$ cat src/rtl/uart_tx_pkg.sv
// Shared types and helpers for the configurable UART transmitter.
// Latency: n/a (types, constants and pure functions only).
// Backpressure: n/a.
package uart_tx_pkg;

    typedef enum logic [2:0] {
        IDLE,
        START,
        DATA,
        PARITY,
        STOP
    } tx_state_t;

    localparam logic [3:0] MIN_LEN   = 4'd5;
    localparam logic       START_BIT = 1'b0;
    localparam logic       STOP_BIT  = 1'b1;
    localparam logic       LINE_IDLE = 1'b1;

    // Widest payload any instance can be built with; helpers work on this width.
    localparam int MAX_LEN_LIMIT = 9;

    // Frame format captured alongside a word.
    typedef struct packed {
        logic [3:0] len;
        logic       par_en;
        logic       par_type;
        logic       stop2;
    } frame_cfg_t;

    // Clamp a requested data length into MIN_LEN..max_len.
    function automatic logic [3:0] clamp_len(input logic [3:0] len, input logic [3:0] max_len);
        if (len < MIN_LEN) begin
            return MIN_LEN;
        end else if (len > max_len) begin
            return max_len;
        end
        return len;
    endfunction

    // XOR of the low 'len' bits of dat; bits at or above len do not contribute.
    function automatic logic data_parity(input logic [MAX_LEN_LIMIT-1:0] dat, input logic [3:0] len);
        logic p;
        p = 1'b0;
        for (int i = 0; i < MAX_LEN_LIMIT; i++) begin
            if (4'(i) < len) begin
                p = p ^ dat[i];
            end
        end
        return p;
    endfunction

endpackage

$ cat src/rtl/uart_tx_baud_cnt.sv
// Bit-period prescaler: flags the last clock of each line bit.
// Latency: bit_end is combinational from the counter; one bit = presc+1 clocks.
// Backpressure: none; held at zero while run is low or clear is high.
// Ports: clk/rst (sync, active-high), run (frame active), clear (start a new bit
// period), presc (captured prescale value), bit_end (last clock of current bit).
module uart_tx_baud_cnt #(
    parameter int PRESC_W = 6
) (
    input  logic               clk,
    input  logic               rst,
    input  logic               run,
    input  logic               clear,
    input  logic [PRESC_W-1:0] presc,
    output logic               bit_end
);

    logic [PRESC_W-1:0] cnt_q;

    assign bit_end = run & (cnt_q == presc);

    always_ff @(posedge clk) begin
        if (rst) begin
            cnt_q <= '0;
        end else if (clear || !run || bit_end) begin
            cnt_q <= '0;
        end else begin
            cnt_q <= cnt_q + PRESC_W'(1);
        end
    end

endmodule

$ cat src/rtl/uart_tx_cfg.sv
// UART transmitter with run-time frame format, bit-rate prescaler and a one-word holding register.
// Latency: accepted word from idle drives its start bit on SER_OUT the clock after acceptance.
// Backpressure: DATA_READY low while the holding register is full or RST is high; producer holds.
// Ports: CLK, RST (sync, active-high); DATA_IN + DATA_LEN/PAR_EN/PAR_TYPE/STOP2/PRESCALE
// captured on DATA_VALID & DATA_READY; SER_OUT registered line (idle 1); BUSY frame on
// line or pending; FRAME_DONE pulse in the last clock of the final stop bit.
module uart_tx_cfg
    import uart_tx_pkg::*;
#(
    parameter int MAX_W   = 8,
    parameter int PRESC_W = 6
) (
    input  logic               CLK,
    input  logic               RST,
    input  logic [MAX_W-1:0]   DATA_IN,
    input  logic [3:0]         DATA_LEN,
    input  logic               PAR_EN,
    input  logic               PAR_TYPE,
    input  logic               STOP2,
    input  logic [PRESC_W-1:0] PRESCALE,
    input  logic               DATA_VALID,
    output logic               DATA_READY,
    output logic               SER_OUT,
    output logic               BUSY,
    output logic               FRAME_DONE
);

    // Active frame state
    tx_state_t          state_q, state_d;
    logic [MAX_W-1:0]   sh_q, sh_d;
    logic [3:0]         bit_cnt_q, bit_cnt_d;
    logic [3:0]         len_q, len_d;
    logic               par_en_q, par_en_d;
    logic               stop2_q, stop2_d;
    logic               par_q, par_d;
    logic [PRESC_W-1:0] presc_q, presc_d;
    logic               ser_q, ser_d;

    // Holding register
    logic               hold_vld_q, hold_vld_d;
    logic [MAX_W-1:0]   hold_dat_q;
    frame_cfg_t         hold_cfg_q;
    logic [PRESC_W-1:0] hold_presc_q;

    frame_cfg_t                 in_cfg;
    logic [MAX_LEN_LIMIT-1:0]   in_ext, hold_ext;
    logic                       accept, load_new, load_hold, hold_load;
    logic                       bit_end, last_stop_end;

    uart_tx_baud_cnt #(.PRESC_W(PRESC_W)) u_baud (
        .clk     (CLK),
        .rst     (RST),
        .run     (state_q != IDLE),
        .clear   (load_new | load_hold),
        .presc   (presc_q),
        .bit_end (bit_end)
    );

    always_comb begin
        in_cfg.len      = clamp_len(DATA_LEN, 4'(MAX_W));
        in_cfg.par_en   = PAR_EN;
        in_cfg.par_type = PAR_TYPE;
        in_cfg.stop2    = STOP2;
        in_ext                = '0;
        in_ext[MAX_W-1:0]     = DATA_IN;
        hold_ext              = '0;
        hold_ext[MAX_W-1:0]   = hold_dat_q;
    end

    assign DATA_READY    = ~hold_vld_q & ~RST;
    assign accept        = DATA_VALID & DATA_READY;
    assign last_stop_end = (state_q == STOP) && bit_end && (!stop2_q || bit_cnt_q == 4'd1);

    assign SER_OUT    = ser_q;
    assign BUSY       = (state_q != IDLE) | hold_vld_q;
    assign FRAME_DONE = last_stop_end;

    always_comb begin
        state_d   = state_q;
        sh_d      = sh_q;
        bit_cnt_d = bit_cnt_q;
        len_d     = len_q;
        par_en_d  = par_en_q;
        stop2_d   = stop2_q;
        par_d     = par_q;
        presc_d   = presc_q;
        load_new  = 1'b0;
        load_hold = 1'b0;

        case (state_q)
            IDLE: begin
                if (hold_vld_q) begin
                    load_hold = 1'b1;
                end else if (accept) begin
                    load_new = 1'b1;
                end
            end
            START: begin
                if (bit_end) begin
                    state_d   = DATA;
                    bit_cnt_d = '0;
                end
            end
            DATA: begin
                if (bit_end) begin
                    if (bit_cnt_q == len_q - 4'd1) begin
                        state_d   = par_en_q ? PARITY : STOP;
                        bit_cnt_d = '0;
                    end else begin
                        bit_cnt_d = bit_cnt_q + 4'd1;
                        sh_d      = sh_q >> 1;
                    end
                end
            end
            PARITY: begin
                if (bit_end) begin
                    state_d   = STOP;
                    bit_cnt_d = '0;
                end
            end
            STOP: begin
                if (last_stop_end) begin
                    // A held word starts its start bit with no idle gap.
                    if (hold_vld_q) begin
                        load_hold = 1'b1;
                    end else begin
                        state_d = IDLE;
                    end
                end else if (bit_end) begin
                    bit_cnt_d = 4'd1;
                end
            end
            default: state_d = IDLE;
        endcase

        if (load_new) begin
            state_d   = START;
            sh_d      = DATA_IN;
            len_d     = in_cfg.len;
            par_en_d  = in_cfg.par_en;
            stop2_d   = in_cfg.stop2;
            par_d     = data_parity(in_ext, in_cfg.len) ^ in_cfg.par_type;
            presc_d   = PRESCALE;
            bit_cnt_d = '0;
        end else if (load_hold) begin
            state_d   = START;
            sh_d      = hold_dat_q;
            len_d     = hold_cfg_q.len;
            par_en_d  = hold_cfg_q.par_en;
            stop2_d   = hold_cfg_q.stop2;
            par_d     = data_parity(hold_ext, hold_cfg_q.len) ^ hold_cfg_q.par_type;
            presc_d   = hold_presc_q;
            bit_cnt_d = '0;
        end

        // Anything accepted that does not go straight to the shifter is held;
        // this also covers a drain and an accept on the same edge.
        hold_load  = accept & ~load_new;
        hold_vld_d = hold_load | (hold_vld_q & ~load_hold);

        // SER_OUT is registered, so the line level follows the next state.
        case (state_d)
            START:   ser_d = START_BIT;
            DATA:    ser_d = sh_d[0];
            PARITY:  ser_d = par_d;
            STOP:    ser_d = STOP_BIT;
            default: ser_d = LINE_IDLE;
        endcase
    end

    always_ff @(posedge CLK) begin
        if (RST) begin
            state_q    <= IDLE;
            sh_q       <= '0;
            bit_cnt_q  <= '0;
            len_q      <= MIN_LEN;
            par_en_q   <= 1'b0;
            stop2_q    <= 1'b0;
            par_q      <= 1'b0;
            presc_q    <= '0;
            ser_q      <= LINE_IDLE;
            hold_vld_q <= 1'b0;
        end else begin
            state_q    <= state_d;
            sh_q       <= sh_d;
            bit_cnt_q  <= bit_cnt_d;
            len_q      <= len_d;
            par_en_q   <= par_en_d;
            stop2_q    <= stop2_d;
            par_q      <= par_d;
            presc_q    <= presc_d;
            ser_q      <= ser_d;
            hold_vld_q <= hold_vld_d;
        end
    end

    // Payload is qualified by hold_vld_q, so it needs no reset.
    always_ff @(posedge CLK) begin
        if (hold_load) begin
            hold_dat_q   <= DATA_IN;
            hold_cfg_q   <= in_cfg;
            hold_presc_q <= PRESCALE;
        end
    end

endmodule

$ cat config.mk
export PLATFORM = sky130hd
export DESIGN_NAME = uart_tx_cfg
export DESIGN_NICKNAME = d
export VERILOG_FILES = /design/src/rtl/uart_tx_pkg.sv /design/src/rtl/uart_tx_baud_cnt.sv /design/src/rtl/uart_tx_cfg.sv
export SDC_FILE = /design/constraint.sdc
export NUM_CORES = 1
export LEC_CHECK = 0
export CAP_MARGIN = 5
export CORE_UTILIZATION = 60
export DETAILED_ROUTE_END_ITERATION = 12
export GPL_ROUTABILITY_DRIVEN = 1
export HOLD_SLACK_MARGIN = 0.03
export MAX_ROUTING_LAYER = met4
export PLACE_DENSITY = 0.81
export SLEW_MARGIN = 20
export SYNTH_ARGS = -nofsm -noshare
export SYNTH_HDL_FRONTEND = slang
export SYNTH_SLANG_ARGS = --single-unit
$ cat constraint.sdc
create_clock -name CLK -period 6.5 [get_ports CLK]
set_input_delay 0.65 -clock CLK [delete_from_list [all_inputs] [get_ports CLK]]
set_output_delay 0.65 -clock CLK [all_outputs]
set_load 0.005 [all_outputs]
After elaboration in Yosys (flattened, before gate mapping). Index checks and enable logic that the tools add are counted.

Register bits after elaboration: 57. Word-level logic and storage cells: 183.

Add/subtract/negate cells: 3. Order comparisons: 18. Eq/ne operators: 15. Mux-type cells: 83. Bitwise logic cells: 28. Reductions and logical operators: 18.

Operators by type and width (number): $mux 1 (53); $mux 4 (10); $mux 8 (5); $lt 3x4->1 const A (8); $mux 3 (9); $lt 1x4->1 const A (4); $lt 2x4->1 const A (4); $xor 1x1->1 (16); $pmux 3 s5 (1); $eq 3x2->1 const B (4); $mux 6 (2); $pmux 4 s3 (1); $reduce_bool 3->1 (4); $add 6x1->6 const B (1); $eq 3x1->1 const B (2); $eq 6x6->1 (1); $ne 2x2->1 const B (3); $and 1x1->1 (5); $reduce_and 5->1 (1); $add 4x1->4 const B (1); $eq 4x1->1 const B (1); $eq 4x4->1 (1); $gt 4x4->1 const B (1); $lt 4x3->1 const B (1); other kinds (16) (26).

Longest topological paths before layout. Gate-level depths: netlist of the first run.

Depth in word-level cells: 40. Gate-level depth with buffers: 10. Depth with buffers taken out: 9.

By module. From an unflattened synthesis of the first run, not the netlist that was laid out.

Cells, all modules: 293. Area total of the unflattened synthesis: 2786.4 µm².

Modules (own cells, without submodules): uart_tx_cfg (instances 1, cells each 262, area each 2481.1 µm², seq. area each 1231.2 µm²); uart_tx_baud_cnt (instances 1, cells each 31, area each 305.3 µm², seq. area each 120.1 µm²).

Least setup slack after synthesis of the first run. OpenSTA, ideal clock, no wires.

Path kind: input to register. Start: input RST. End: register hold_cfg_q[0] (netlist bit), enable pin. Data arrival time: 2.035 ns. Required time: 6.100 ns. Setup slack: 4.065 ns. Stages: 4. Path buffers: 1. Cell sequence: clkbuf_1 -> nor2_1 -> nand2_1 -> nor2_1.

Cells in the longest elaborated chain, start to end: 8.

RTL lines: start: declaration (RTL line uart_tx_cfg.sv:14) `input logic RST,`; $not 1->1 * (RTL line uart_tx_cfg.sv:70) `assign DATA_READY = ~hold_vld_q & ~RST;`; $and 1x1->1 * (RTL line uart_tx_cfg.sv:70); named net DATA_READY (RTL line uart_tx_cfg.sv:22) `output logic DATA_READY,`; $and 1x1->1 * (RTL line uart_tx_cfg.sv:71) `assign accept = DATA_VALID & DATA_READY;`; $mux 1 (RTL line uart_tx_cfg.sv:94) `end else if (accept) begin`; $mux 1 (RTL line uart_tx_cfg.sv:92) `if (hold_vld_q) begin`; $mux 1 (RTL line uart_tx_cfg.sv:90) `case (state_q)`; $not 1->1 (RTL line uart_tx_cfg.sv:158) `hold_load = accept & ~load_new;`; $and 1x1->1 * (RTL line uart_tx_cfg.sv:158); named net hold_load (RTL line uart_tx_cfg.sv:47) `logic accept, load_new, load_hold, hold_load;`; end signal: assignment (RTL line uart_tx_cfg.sv:201) `hold_cfg_q <= in_cfg;`; end: declaration (RTL line uart_tx_cfg.sv:42) `frame_cfg_t hold_cfg_q;`.

The timed path passes the listed nets; every way through them passes the cells marked *. A chain may end at the register's enable or synchronous reset.

Final worst setup path of the first run.
Start: register bit_cnt_q[0]. End: output FRAME_DONE.

Cells in the longest elaborated chain, start to end: 3.

RTL lines: start: declaration (RTL line uart_tx_cfg.sv:31) `logic [3:0] bit_cnt_q, bit_cnt_d;`; start signal: assignment (RTL line uart_tx_cfg.sv:186) `bit_cnt_q <= bit_cnt_d;`; $eq 4x1->1 (RTL line uart_tx_cfg.sv:72) `assign last_stop_end = (state_q == STOP) && bit_end && (!stop2_q || bit_cnt_q == 4'd1);`; $logic_or 1x1->1 (RTL line uart_tx_cfg.sv:72); $logic_and 1x1->1 (RTL line uart_tx_cfg.sv:72); end: declaration (RTL line uart_tx_cfg.sv:25) `output logic FRAME_DONE`.

No other way between the ends.

==> impl_metrics.py, run 1 <==
metrics = {
    "logic_synthesis": {
        "yosysSeqAreaShare_pct": 49.1,
        "synthFlopType": "dfxtp_1",
        "synthCells": 299,
        "synth_nets": 327,
        "yosysUniqueCellTypes": 43,
        "syn_area_um2": 2750,
        "yosysWarnings": 0,
        "synth.avg_cell_area_um2": 9.21,
        "synth.ff_latch_count": 57,
        "async_flop_share_pct": 0,
        "synth_edf_count": 21,
    },
    "routing": {
        "routed_wirelength_um": 5760,
        "drc": 0,
        "vias": 2284,
        "drtAntennaViolNets": 0,
        "wl_per_cell_um": 15.1,
        "drtIter0Drc": 144,
        "drtPass1Iterations": 5,
        "avgViaCountPerCell": 5.99,
    },
    "timing": {
        "slew_viol_final": 0,
        "setup_tns_ns": 0,
        "rsz0062_at_grt": "no",
        "finalSetupViolations": 0,
        "skew_ns": 0.0115,
        "fmax_mhz": 335,
        "hold_violations": 0,
        "relSlewSlack_pct": 45.1,
        "fin_crit_sh_pct": 46.0,
        "layout_setup_ws_ns": 3.51,
        "tightest_slew_ns": 0.824,
        "fin_crit_ns": 2.99,
    },
    "die": {
        "die_w_um": 69.7,
        "ios": 28,
        "die_y_um": 69.7,
        "die_area_um2": 4860,
        "initial_core_util_pct": 62.8,
        "design.core.area_um2": 4380,
        "rows": 24,
    },
    "critical_path": {
        "critPathMaxFanout": 6,
        "critPathBufInv": 2,
        "crit_chain": "ha_1 > inv_1 > o31ai_1 > nand3_1 > nor2_1 > clkdlybuf4s50_1",
        "worst-setup-path-type": "flop to output port",
        "cp-end-kind": "output port",
        "start_kind": "flop",
        "crit_family": "buffers and inverters",
        "crit_path_max_incr_delay_ns": 0.51,
        "crit_arrival_ns": 2.34,
        "worstPathRequired_ns": 5.85,
        "critical-path-slowest-cell": "clkdlybuf4s50_1",
    },
    "grt": {
        "grt.total_usage_pct": 28.0,
        "grt_pass1_wl_um": 10200,
        "grt_max_degree": 32,
        "overflow": 0,
        "antenna_found_initial": 0,
        "grt_pass1_vias": 2246,
    },
    "clocking": {
        "cts_max_level": 3,
        "cts_inserted_buffers": 9,
        "cts_tree": "done",
        "root_buffer": "clkbuf_8",
        "cts_max_path_buffers": 2,
        "clock_latency_ns": 0.34,
        "post_cts_buffers": 0,
        "clock-sinks": 57,
        "clk_pin_slew_worst_paths_ns": 0.06,
        "cts_hold_buf": 0,
        "cts_resized": 0,
    },
    "final_layout": {
        "final_cell_count_no_fill": 381,
        "drive_gt1_share_pct": 6.08,
        "area_delta_synth_final_pct": 17.7,
        "finalNetCount": 352,
        "fin_area_um2": 3240,
        "diodes": 0,
    },
    "power": {
        "peakVddDrop_mv": 0.193,
        "p_leak_nw": 1.20,
        "power_density_nw_per_um2": 349,
    },
    "run": {
        "max_cap_viol_count": 0,
    },
    "outcome": {
        "outcome": "finished clean",
    },
    "placement": {
        "post_dp_cell_area_um2": 3040,
        "gp_congestion": 0.852,
        "place_ws_ns": 3.11,
        "dpl.cell_count": 365,
        "dp_hpwl_um": 3940,
        "io_buffer_count": 27,
    },
    "min_path": {
        "hold_class": "flop to flop",
    },
}
Yosys cell counts (2+ instances only):
master	instances	area [µm²]
nor4_1	6	37.5
a21oi_1	12	60.1
dfxtp_1	36	721
nand3_1	11	55.1
buf_2	3	15.0
a31oi_1	4	25.0
or4_1	3	22.5
xnor2_1	13	114
mux2i_1	3	30.0
or2_2	2	12.5
a211o_1	2	17.5
clkbuf_1	9	33.8
nand2b_1	6	37.5
a21o_1	2	15.0
nor3_1	5	25.0
o21ai_0	7	35.0
and3_1	2	12.5
nor2b_1	3	18.8
a311oi_1	9	78.8
o22ai_1	8	50.1
ha_1	4	50.1
buf_1	2	7.51
nand2_1	34	128
xor2_1	14	123
edfxtp_1	21	631
inv_1	8	30.0
nor2_1	51	191
o221ai_1	2	17.5
or3_1	3	18.8
kinds of logic (layout without fill, tap and decap cells):
kind of cell / count (synthesis) / count (layout) / synth area share, %
simple gates: 131 / 131 / 22.2
flops: 57 / 57 / 49.1
compound gates: 54 / 54 / 13.2
xor+xnor: 28 / 28 / 9.41
buf+inv: 22 / 52 / 3.14
fa+ha+maj: 4 / 4 / 1.82
mux: 3 / 3 / 1.09
final timing paths:
| check | endpoint | cells past startpoint | startpoint | slack [ns] |
|---|---|---|---|---|
| worst max-delay path | FRAME_DONE | 6 | bit_cnt_q[0]$_SDFFE_PP0P_ | 3.51 |
| worst max register to register | SER_OUT$_SDFF_PP1_ | 8 | bit_cnt_q[0]$_SDFFE_PP0P_ | 3.65 |
| worst min register to register | u_baud.cnt_q[0]$_SDFF_PP0_ | 1 | u_baud.cnt_q[0]$_SDFF_PP0_ | 0.47 |
| worst min-delay path | u_baud.cnt_q[0]$_SDFF_PP0_ | 1 | u_baud.cnt_q[0]$_SDFF_PP0_ | 0.47 |
through the flow:
| step | hold slack (ns) | utilization (%) | power (mW) |
|---|---|---|---|
| final | 0.469 | 73.9 | 1.13 |
| after global routing | 0.517 | 73.9 | 1.20 |
| after CTS | 0.473 | 73.7 | 1.13 |
| after detailed placement | 0.459 | 69.4 | 0.810 |
| after global placement | 0.454 | 69.4 | 0.801 |
| after floorplan | 0.440 | - | 0.716 |
final cells by class:
type                    instances  area [µm²]
fillers                       330        1140
repair buffers                 28         278
clock buffers                  12         145
clock inverters                 4        42.5
multi-input cells             220        1330
inverters                       8        30.0
well taps                      52        65.1
flip-flops and latches         57        1350
routing by layer:
layer | track usage, % | vias to the layer above | routed length (µm)
met3 | 9.16 | 10 | 331
met1 | 34.7 | 1075 | 2610
li1 | - | 1112 | -
met4 | 9.78 | 0 | 76
met5 | - | - | 0
met2 | 43.1 | 87 | 2750
cells in the final DEF, fill, tap and decap left out, types with 10 or more instances in the layout:
master           count
clkdlybuf4s50_1     27
a21oi_1             12
xnor2_1             13
clkbuf_8            10
edfxtp_1            21
nand2_1             34
nand3_1             10
dfxtp_1             36
nor2_1              50
xor2_1              14
power breakdown:
| group | leakage, nW | internal, mW | switching (mW) |
|---|---|---|---|
| sequential | 0.485 | 0.431 | 0.0433 |
| combinational | 0.619 | 0.143 | 0.194 |
| clock | 0.0954 | 0.184 | 0.134 |
sequential cells by signal, indices dropped and copies added (netlist names):
register / cells
hold_dat_q: 8
presc_q: 6
hold_cfg_q: 7
par_q: 1
len_q: 4
hold_presc_q: 6
state_q: 3
stop2_q: 1
bit_cnt_q: 4
SER_OUT: 1
par_en_q: 1
u_baud.cnt_q: 6
sh_q: 8
hold_vld_q: 1
(Power assumes the default switching activity.)
==> inputs of run 2 (changes only) <==
Settings changed: CORE_UTILIZATION 60 to 56, PLACE_DENSITY 0.81 to 0.76.
Clock period 6.5 ns to 2.9 ns, I/O delays scaled along.
==> run 2 against run 1 <==
Against the previous run: cell count up 5.8%; largest cell class unchanged; sequential power up 120%; final area up 2.7%; core utilization down 3.5 points.
==> impl_metrics.py, run 2 (synthesis gave the netlist of run 1 again) <==
metrics = {
    "outcome": {
        "outcome": "finished clean",
    },
    "routing": {
        "avgViaCountPerCell": 5.78,
        "routed_wirelength_um": 6200,
        "drtIter0Drc": 235,
        "drc": 0,
        "wl_per_cell_um": 15.4,
        "drtPass1Iterations": 5,
        "vias": 2331,
        "drtAntennaViolNets": 0,
    },
    "power": {
        "power.total_mw": 2.65,
        "peakVddDrop_mv": 0.430,
        "power_density_nw_per_um2": 797,
        "p_leak_nw": 1.24,
    },
    "final_layout": {
        "finalNetCount": 359,
        "diodes": 0,
        "final_cell_count_no_fill": 403,
        "top_regs": "hold_dat_q x8, sh_q x8, hold_cfg_q x7",
        "fin_area_um2": 3330,
        "final_cell_mix": "nor2_1, dfxtp_1, nand2_1",
        "area_delta_synth_final_pct": 20.8,
        "post-route-util_pct": 70.4,
        "drive_gt1_share_pct": 8.33,
        "final_common_cell": "nor2_1",
    },
    "placement": {
        "gp_congestion": 0.813,
        "place_ws_ns": 0.583,
        "post_dp_cell_area_um2": 3110,
        "io_buffer_count": 27,
        "dp_hpwl_um": 4180,
        "dpl.cell_count": 387,
    },
    "die": {
        "die_y_um": 72.1,
        "design.core.area_um2": 4720,
        "rows": 25,
        "initial_core_util_pct": 58.3,
        "die_w_um": 72.1,
        "die_area_um2": 5200,
        "ios": 28,
    },
    "clocking": {
        "cts_inserted_buffers": 9,
        "cts_tree": "done",
        "cts_max_level": 3,
        "cts_max_path_buffers": 2,
        "cts_hold_buf": 0,
        "post_cts_buffers": 0,
        "cts_resized": 0,
        "clk_pin_slew_worst_paths_ns": 0.07,
        "root_buffer": "clkbuf_8",
        "clock-sinks": 57,
        "clock_latency_ns": 0.34,
    },
    "timing": {
        "skew_ns": 0.0105,
        "relSlewSlack_pct": 65.8,
        "hold_violations": 0,
        "setup_tns_ns": 0,
        "rsz0062_at_grt": "no",
        "fin_crit_ns": 2.48,
        "layout_setup_ws_ns": 0.419,
        "fin_hold_ws_ns": 0.502,
        "slew_viol_final": 0,
        "finalSetupViolations": 0,
        "tightest_slew_ns": 0.510,
        "fmax_mhz": 403,
        "fin_crit_sh_pct": 85.5,
    },
    "min_path": {
        "min-delay-start": "presc_q[0]$_SDFFE_PP0P_",
        "whs_path_depth": 2,
        "hold_class": "flop to flop",
        "whs_endpoint": "presc_q[0]$_SDFFE_PP0P_",
    },
    "critical_path": {
        "reg2reg_from": "len_q[0]$_SDFFE_PP1P_",
        "rr_endpoint": "SER_OUT$_SDFF_PP1_",
        "worstPathRequired_ns": 2.61,
        "crit_arrival_ns": 2.19,
        "path_common_cell": "inv_1",
        "critPathMaxFanout": 5,
        "worst-setup-path-type": "flop to output port",
        "cp-end-kind": "output port",
        "r2r_setup_slack_ns": 0.55,
        "crit_chain": "inv_1 > ha_1 > inv_1 > o31ai_1 > nand3_1 > nor2_1 > clkdlybuf4s50_1",
        "start_kind": "flop",
        "critical-path-slowest-cell": "clkdlybuf4s50_1",
        "crit_path_max_incr_delay_ns": 0.51,
        "reg2reg_depth": 9,
    },
    "run": {
        "max_cap_viol_count": 0,
    },
    "grt": {
        "grt_pass1_vias": 2160,
        "grt.busiest_layer": "met2",
        "overflow": 0,
        "grt_max_degree": 28,
        "antenna_found_initial": 0,
        "met2_usage_pct": 41.8,
        "grt_pass1_wl_um": 10400,
        "grt.total_usage_pct": 27.6,
        "use_met3_pct": 6.11,
        "met1_usage_pct": 36.3,
    },
}
==> run 2: changes by cell type in the layout (fill, tap and decap cells not counted), sizes merged <==
cell	before	now
clkinvlp	0	1
bufinv	1	2
buf	1	8
clkbuf	12	11
clkinv	3	2
==> run 2: worst max path at each step <==
stage	startpoint	endpoint	slack, ns	depth (start not counted)
global route	bit_cnt_q[1]$_SDFFE_PP0P_	FRAME_DONE	0.20	7
global placement	len_q[0]$_SDFFE_PP1P_	SER_OUT$_SDFF_PP1_	0.58	9
floorplan	RST	hold_cfg_q[0]$_DFFE_PP_	0.83	4
CTS	bit_cnt_q[1]$_SDFFE_PP0P_	FRAME_DONE	0.42	7
detailed placement	len_q[0]$_SDFFE_PP1P_	SER_OUT$_SDFF_PP1_	0.58	9
finish	bit_cnt_q[1]$_SDFFE_PP0P_	FRAME_DONE	0.42	7
==> run 2: layout make-up <==
| cell class | instances | area, µm² |
|---|---|---|
| fillers | 368 | 1400 |
| repair buffers | 35 | 330 |
| multi-input cells | 220 | 1320 |
| well taps | 67 | 83.8 |
| flip-flops and latches | 57 | 1350 |
| clock inverters | 5 | 81.3 |
| clock buffers | 11 | 131 |
| inverters | 8 | 30.0 |
==> run 2: critical path, delay by kind of cell, from the launching register on <==
kind	cells	cell delay, ns
AOI/OAI and AO/OA	1	0.32
DFF	1	0.35
adders and majority gates	1	0.14
and+or+nand+nor	2	0.40
buffers and inverters	3	0.62
==> run 2: routing by layer <==
layer | routed length, µm | part of all wire (%)
met1 | 2800 | 45
met2 | 2930 | 47
met3 | 375 | 6.0
met4 | 100 | 1.6
met5 | 0 | 0
==> run 2: power by group <==
part / leakage [nW] / internal (mW) / switching [mW]
combinational: 0.652 / 0.339 / 0.439
clock: 0.104 / 0.484 / 0.329
sequential: 0.485 / 0.966 / 0.0953
==> inputs of run 3 (changes only) <==
Settings changed: PLACE_DENSITY 0.76 to 0.79.
==> run 3 against run 2 <==
Against the previous run: core utilization shrank 0.69 points; global-route usage shrank 1.4 points; combinational power shrank 0.9%; setup slack lost 0.14 ns; critical path type unchanged; largest cell class unchanged; highest routed layer unchanged.
==> impl_metrics.py, run 3 (synthesis gave the netlist of run 1 again) <==
metrics = {
    "outcome": {
        "outcome": "finished clean",
    },
    "power": {
        "p_leak_nw": 1.22,
        "power_density_nw_per_um2": 780,
        "peakVddDrop_mv": 0.421,
    },
    "clocking": {
        "cts_tree": "done",
        "cts_resized": 0,
        "cts_max_level": 3,
        "post_cts_buffers": 0,
        "cts_inserted_buffers": 9,
        "root_buffer": "clkbuf_8",
        "clock-sinks": 57,
        "cts_max_path_buffers": 2,
        "clock_latency_ns": 0.34,
        "cts_hold_buf": 0,
        "clk_pin_slew_worst_paths_ns": 0.07,
    },
    "routing": {
        "drc": 0,
        "drtIter0Drc": 138,
        "drtPass1Iterations": 4,
        "vias": 2322,
        "drtAntennaViolNets": 0,
        "routed_wirelength_um": 6100,
        "avgViaCountPerCell": 5.79,
        "wl_per_cell_um": 15.2,
    },
    "die": {
        "ios": 28,
        "rows": 25,
        "die_area_um2": 5200,
        "die_y_um": 72.1,
        "die_w_um": 72.1,
        "initial_core_util_pct": 58.3,
        "design.core.area_um2": 4720,
    },
    "critical_path": {
        "r2r_setup_slack_ns": 0.38,
        "start_kind": "flop",
        "cp-end-kind": "output port",
        "crit_chain": "ha_1 > inv_1 > o31ai_1 > nand3_1 > nor2_1 > clkdlybuf4s50_1",
        "crit_family": "buffers and inverters",
        "critical-path-slowest-cell": "clkdlybuf4s50_1",
        "worst-setup-path-type": "flop to output port",
        "critPathMaxFanout": 6,
        "crit_path_max_incr_delay_ns": 0.52,
        "worstPathRequired_ns": 2.61,
        "critPathBufInv": 2,
        "crit_arrival_ns": 2.33,
    },
    "timing": {
        "hold_violations": 0,
        "relSlewSlack_pct": 66.6,
        "rsz0062_at_grt": "no",
        "fin_crit_ns": 2.62,
        "fin_crit_sh_pct": 90.3,
        "tightest_slew_ns": 0.497,
        "setup_tns_ns": 0,
        "skew_ns": 0.00647,
        "fmax_mhz": 382,
        "finalSetupViolations": 0,
        "slew_viol_final": 0,
    },
    "grt": {
        "overflow": 0,
        "grt_pass1_vias": 2112,
        "grt_pass1_wl_um": 10000,
        "grt_max_degree": 28,
        "antenna_found_initial": 0,
        "grt.total_usage_pct": 26.3,
    },
    "min_path": {
        "hold_class": "flop to flop",
    },
    "run": {
        "max_cap_viol_count": 0,
    },
    "final_layout": {
        "top_regs": "hold_dat_q x8, sh_q x8, hold_cfg_q x7",
        "final_cell_mix": "nor2_1, dfxtp_1, nand2_1",
        "fin_area_um2": 3290,
        "drive_gt1_share_pct": 8.38,
        "diodes": 0,
        "fillers": 371,
        "area_delta_synth_final_pct": 19.6,
        "final_common_cell": "nor2_1",
        "finalNetCount": 357,
    },
    "placement": {
        "gp_congestion": 0.876,
        "io_buffer_count": 27,
        "dp_hpwl_um": 4250,
        "post_dp_cell_area_um2": 3100,
    },
}
[run 3: stage by stage]
stage | cells | hold WS (ns) | total power [mW] | worst slack [ns] | utilization, %
after floorplan | 299 | 0.389 | 1.60 | 0.825 | -
final | 401 | 0.487 | 2.57 | 0.282 | 69.7
after global placement | 385 | 0.459 | 1.81 | 0.560 | 65.6
after global routing | 401 | 0.523 | 2.71 | 0.0933 | 69.7
after detailed placement | 385 | 0.477 | 1.83 | 0.544 | 65.6
after CTS | 401 | 0.493 | 2.57 | 0.323 | 69.7
[run 3: path summary, 6_finish.rpt]
path	start	endpoint	cells past startpoint
min	u_baud.cnt_q[0]$_SDFF_PP0_	u_baud.cnt_q[0]$_SDFF_PP0_	1
min reg2reg	u_baud.cnt_q[0]$_SDFF_PP0_	u_baud.cnt_q[0]$_SDFF_PP0_	1
max	bit_cnt_q[0]$_SDFFE_PP0P_	FRAME_DONE	6
max reg2reg	bit_cnt_q[0]$_SDFFE_PP0P_	SER_OUT$_SDFF_PP1_	8
[run 3: final cells by class]
| cell class | instances | area, µm² | share of cell area [%] |
|---|---|---|---|
| sequential | 57 | 1350 | 41.0 |
| tap | 67 | 83.8 | 2.55 |
| timing repair buffer | 33 | 315 | 9.57 |
| clock buffer | 9 | 124 | 3.76 |
| inverter | 8 | 30.0 | 0.912 |
| multi-input combinational | 220 | 1320 | 40.0 |
| clock inverter | 7 | 71.3 | 2.17 |
[run 3: power by group]
part | total (mW) | internal [mW] | switching (mW)
Clock | 0.733 | 0.394 | 0.339
Sequential | 1.06 | 0.966 | 0.0981
Combinational | 0.771 | 0.331 | 0.440
Total | 2.57 | 1.69 | 0.877
[run 3: metal layers]
metal	up-vias	part of all wire [%]	track usage [%]
met2	89	47	40.3
met1	1103	45	33.2
met3	15	6.0	6.67
met5	-	0	-
li1	1115	-	-
met4	0	1.6	10.9
